### config.mk
export PLATFORM = sky130hd
export DESIGN_NAME = systolic_skew_feeder
export DESIGN_NICKNAME = d
export VERILOG_FILES = /design/src/rtl/systolic_skew_feeder.sv
export SDC_FILE = /design/constraint.sdc
export NUM_CORES = 1
export LEC_CHECK = 0
export BUFFER_PORTS_ARGS = -buffer_cell sky130_fd_sc_hd__buf_2
export CAP_MARGIN = 0
export CORE_MARGIN = 5
export CORE_UTILIZATION = 58
export DETAILED_ROUTE_END_ITERATION = 8
export GPL_TIMING_DRIVEN = 0
export MAX_ROUTING_LAYER = met4
export PLACE_DENSITY = 0.84
export SLEW_MARGIN = 5
export SYNTH_ARGS = -nofsm -noshare
export SYNTH_HDL_FRONTEND = slang
export SYNTH_SLANG_ARGS = --single-unit
### constraint.sdc
create_clock -name clk -period 3.7 [get_ports clk]
set_clock_uncertainty 0.05 [all_clocks]
set_input_delay 0.925 -clock clk [delete_from_list [all_inputs] [get_ports clk]]
set_output_delay 0.925 -clock clk [all_outputs]
set_load 0.05 [all_outputs]
### src/rtl/systolic_skew_feeder.sv
// systolic_skew_feeder
//   Accepts column vectors (one beat per cycle) and skews them so lane i sees
//   each beat i+1 cycles after it is accepted, as needed to feed the row delay
//   lines of a systolic array. A burst ends on in_last or after K beats; the
//   feeder then drains for N cycles with in_ready low and pulses done when the
//   final beat leaves the last lane.
//
//   Ports:
//     clk, rst              clock, synchronous active-high reset
//     in_valid/in_ready     input handshake (in_ready never looks at in_valid)
//     in_data [N*D_W]       column vector, lane i at [i*D_W +: D_W]
//     in_last               final beat of burst (sampled on accept)
//     out_data [N*D_W]      skewed lane data
//     out_valid/out_last[N] per-lane valid and final-beat marker
//     done                  one-cycle pulse in the last drain cycle
//
//   Build option: SKEW_ZERO_GATE_EN -- when defined, a lane's data reads 0
//   whenever its valid is 0; otherwise lane data holds across bubbles.
module systolic_skew_feeder #(
  parameter int D_W = 8,
  parameter int N   = 4,
  parameter int K   = 8
) (
  input  logic             clk,
  input  logic             rst,
  input  logic             in_valid,
  output logic             in_ready,
  input  logic [N*D_W-1:0] in_data,
  input  logic             in_last,
  output logic [N*D_W-1:0] out_data,
  output logic [N-1:0]     out_valid,
  output logic [N-1:0]     out_last,
  output logic             done
);
  localparam int CW  = (K > 1) ? $clog2(K) : 1;
  localparam int DCW = (N > 1) ? $clog2(N) : 1;

  typedef enum logic [1:0] {IDLE, STREAM, DRAIN} state_t;

  state_t         state;
  logic [CW-1:0]  cnt;
  logic [DCW-1:0] dcnt;
  logic           acc, term;

  // Ready is held low during reset so nothing is accepted then, and rises in
  // the very first cycle after reset releases.
  assign in_ready = ~rst && (state != DRAIN);
  assign acc      = in_valid && in_ready;
  // in_last on the K-th beat is the same single termination.
  assign term     = in_last || (cnt == CW'(K - 1));

  always_ff @(posedge clk) begin
    if (rst) begin
      state <= IDLE;
      cnt   <= '0;
      dcnt  <= '0;
      done  <= 1'b0;
    end else begin
      case (state)
        IDLE, STREAM: begin
          if (acc) begin
            if (term) begin
              state <= DRAIN;
              cnt   <= '0;
              dcnt  <= '0;
              done  <= (N == 1);
            end else begin
              state <= STREAM;
              cnt   <= cnt + 1'b1;
            end
          end
        end
        DRAIN: begin
          if (dcnt == DCW'(N - 1)) begin
            state <= IDLE;
            done  <= 1'b0;
          end else begin
            dcnt <= dcnt + 1'b1;
            // done is registered, so raise it one cycle ahead of the last drain cycle
            done <= (int'(dcnt) + 2 == N);
          end
        end
        default: state <= IDLE;
      endcase
    end
  end

  // Skew pipeline. Stage s carries only lanes s..N-1; its lowest lane is the
  // output for lane s and the rest is handed to stage s+1.
  for (genvar s = 0; s < N; s++) begin : g_stage
    localparam int SW = (N - s) * D_W;
    logic          v_in, l_in, v, l;
    logic [SW-1:0] d_in, d;

    if (s == 0) begin : g_head
      assign v_in = acc;
      assign l_in = acc & in_last;
      assign d_in = in_data;
    end else begin : g_tail
      assign v_in = g_stage[s-1].v;
      assign l_in = g_stage[s-1].l;
      assign d_in = g_stage[s-1].d[SW+D_W-1:D_W];
    end

    always_ff @(posedge clk) begin
      if (rst) begin
        v <= 1'b0;
        l <= 1'b0;
        d <= '0;
      end else begin
        v <= v_in;
        l <= l_in;
`ifdef SKEW_ZERO_GATE_EN
        d <= v_in ? d_in : '0;
`else
        if (v_in) d <= d_in;
`endif
      end
    end

    assign out_valid[s]            = v;
    assign out_last[s]             = l;
    assign out_data[s*D_W +: D_W]  = d[D_W-1:0];
  end
endmodule

==> results.cfg <==
[power_and_ir_drop]
p_per_area_mw_per_mm2 = 456
p_comb_share_pct = 11.7
p_sw_share_pct = 24.6
power_frac_clock_pct = 34.2
vdd_drop_max_mv = 0.308
power.switching_mw = 0.501
pwr-share-seq_pct = 54.1
p_leak_nw = 2.06
intPower_mw = 1.53

[global_route]
use_met3_pct = 3.67
grt_max_degree = 16
antenna_found_initial = 0
grt_overflow_total = 0
met1_usage_pct = 21.4
grt_use_total_pct = 18.4
grt_first_pass_wirelength_um = 11800
busiest_layer = met2
grt_use_met2_pct = 30.5
grt_pass1_vias = 2539

[detailed_routing]
vias_per_cell = 4.91
wire_per_inst_um = 13.9
vias = 2533
drt-initial-drc-count = 87
drt_wl_total_um = 7150
drc = 0
final_antenna_net_count = 0
drt-pass1-iter-count = 4

[setup_path]
cp.depth = 5
cpMostUsedCell = buf_2
endpoint_kind = output port
crit_start = rst
max_stage_delay_ns = 0.42
crit_chain = buf_2 -> buf_2 -> buf_1 -> nor2_1 -> buf_2
worstSetupStartpointType = input port
regToRegSetupSlack_ns = 2.08
cp.arrival_ns = 2.05
rr_endpoint = cnt[2]$_SDFFE_PP0P_
crit_buf_inv = 4
cp_slowest_cell = buf_1
cp_top_family = buffers and inverters
critPathRequiredTime_ns = 2.72
cp-endpoint = in_ready
reg2reg_depth = 5
path_max_fanout = 10
setup.worst_path.class = input port to output port
crit-reg2reg-launch = cnt[0]$_SDFFE_PP0P_

[placed_design]
portBuffers = 77
placed_area_sq_mm = 0.00425
routabilityCongestion = 0.755
dp_hpwl_um = 5190
pre_cts_ws_ns = 0.674

[sta]
setup_slack_ns = 0.679
rsz0062_at_grt = false
hold_viol = 0
finalCriticalPeriod_ns = 3.02
period_share_pct = 81.7
setup_tns_ns = 0
max_freq_mhz = 331
hold-worst-slack_ns = 0.420
setup_violations = 0
slew_headroom_pct = 61.1
drv_slew = 0
tightest_slew_ns = 0.576

[clock_tree]
cts_tree = built
root_buffer = clkbuf_8
cts.path.max_buffers = 2
cts_resized = 0
htree_levels = 3
clk_pin_slew_ns = 0.08
clk_latency_ns = 0.36
cts.sinks = 96
cts_setup_buffers = 0
cts_hold_buf = 0
cts_buffers = 9

[floorplan]
io-pin-count = 78
rows = 29
fp.dieW_um = 90.6
die_h_um = 90.6
start_util_pct = 59.3
core_area_sq_mm = 0.00635
die-area_sq_mm = 0.00820

[final_layout]
syn_to_final_growth_pct = 18.3
num_antenna_cells = 0
fin_nets = 474
final_core_util_pct = 70.1
drive_above_1_share_pct = 39.0
finalInstanceArea_sq_mm = 0.00445

[logic_synthesis]
synthTopCellsByArea = dfxtp_1 (51%), mux2i_1 (13%), mux2_2 (9.6%)
syn_avg_cell_area_sq_um = 10.9
postSynthCellCount = 346
synth_top_area_cell = dfxtp_1
seq_area_frac_synth_pct = 51.0
synth_cell_type_count = 27
synth_top_area_share_pct = 51.0
syn-cell-area_sq_mm = 0.00377
synth.ff_latch_count = 96
async_reset_ff_share_pct = 0
dominantRegCellSynth = dfxtp_1
yosysWarnings = 0
yosysMostFrequentCell = dfxtp_1
syn_nets = 386
synthTopCellsByCount = dfxtp_1 (96), nor2_1 (54), mux2i_1 (50)
synth_enable_flop_cells = 0

[run]
drv_cap = 0

[run_status]
outcome = completed

[hold_path]
hp-class = flop to flop
==> routing by layer <==
| layer | vias up | wire, um | share of wire [%] |
|---|---|---|---|
| met2 | 54 | 3610 | 50 |
| met4 | 0 | 146 | 2.0 |
| li1 | 1288 | - | - |
| met3 | 13 | 273 | 3.8 |
| met5 | - | 0 | 0 |
| met1 | 1178 | 3120 | 44 |
==> worst register-to-register path, delay by kind of cell (launching register included) <==
family,cells,cell delay [ns]
flip-flops,1,0.33
adder cells (fa/ha/maj),2,0.39
AO/OA/AOI/OAI,1,0.16
AND/OR/NAND/NOR,2,0.62
==> how the worst min path moves through the flow <==
stage | start | endpoint | cells past startpoint
after floorplan | g_stage[0].l$_SDFF_PP0_ | g_stage[1].l$_SDFF_PP0_ | 1
after CTS | g_stage[2].l$_SDFF_PP0_ | g_stage[3].l$_SDFF_PP0_ | 1
final | g_stage[2].l$_SDFF_PP0_ | g_stage[3].l$_SDFF_PP0_ | 1
after global routing | g_stage[0].l$_SDFF_PP0_ | g_stage[1].l$_SDFF_PP0_ | 1
after global placement | g_stage[0].l$_SDFF_PP0_ | g_stage[1].l$_SDFF_PP0_ | 1
after detailed placement | g_stage[2].l$_SDFF_PP0_ | g_stage[3].l$_SDFF_PP0_ | 1
==> power by group through the flow <==
stage / logic (mW) / clock network [mW] / registers (mW)
3_5_place_dp: 0.239 / 0 / 1.12
3_3_place_gp: 0.234 / 0 / 1.12
4_1_cts: 0.241 / 0.707 / 1.10
5_1_grt: 0.256 / 0.759 / 1.10
6_report: 0.238 / 0.695 / 1.10
2_1_floorplan: 0.183 / 0 / 1.12
==> cell families after synthesis <==
group	Yosys count	share of synthesized area, %
simple gates	103	14.0
buf+inv	54	9.40
fa+ha+maj	4	1.33
mux	82	22.9
compound gates	7	1.43
flops	96	51.0
==> final cells by class <==
type	count	area (sq um)
Buffer	51	343
Clock buffer	11	151
Clock inverter	5	55.1
Fill cell	480	1900
Inverter	3	11.3
Multi-Input combinational cell	196	1490
Sequential cell	96	1920
Tap cell	77	96.3
Timing Repair Buffer	77	385
==> sequential cells by signal (all words and copies together) (netlist names) <==
signal and count:
cnt 3, dcnt 2, done 1, g_stage.d 80, g_stage.l 4, g_stage.v 4
state 2
==> placed cells by master, fill, tap and decap left out, types with 2 or more instances in the layout <==
cell / Yosys / routed
ha_1: 4 / 4
inv_1: 2 / 2
a22oi_1: 2 / 2
and2b_1: 3 / 3
a31o_1: 2 / 2
nor2_1: 54 / 54
clkinv_2: 0 / 2
nor2b_1: 36 / 36
dfxtp_1: 96 / 96
buf_2: 7 / 84
mux2_2: 32 / 32
mux2i_1: 50 / 50
nor3_1: 3 / 3
clkinvlp_4: 0 / 2
buf_4: 32 / 32
clkbuf_8: 0 / 11
clkbuf_1: 4 / 4
buf_6: 3 / 3
buf_1: 5 / 5
==> stage by stage <==
| step | power (mW) | std cells |
|---|---|---|
| global placement | 1.35 | 500 |
| floorplan | 1.30 | 346 |
| detailed placement | 1.36 | 500 |
| global route | 2.12 | 516 |
| finish | 2.03 | 516 |
| CTS | 2.05 | 516 |
Power figures use the tool's default switching activity.
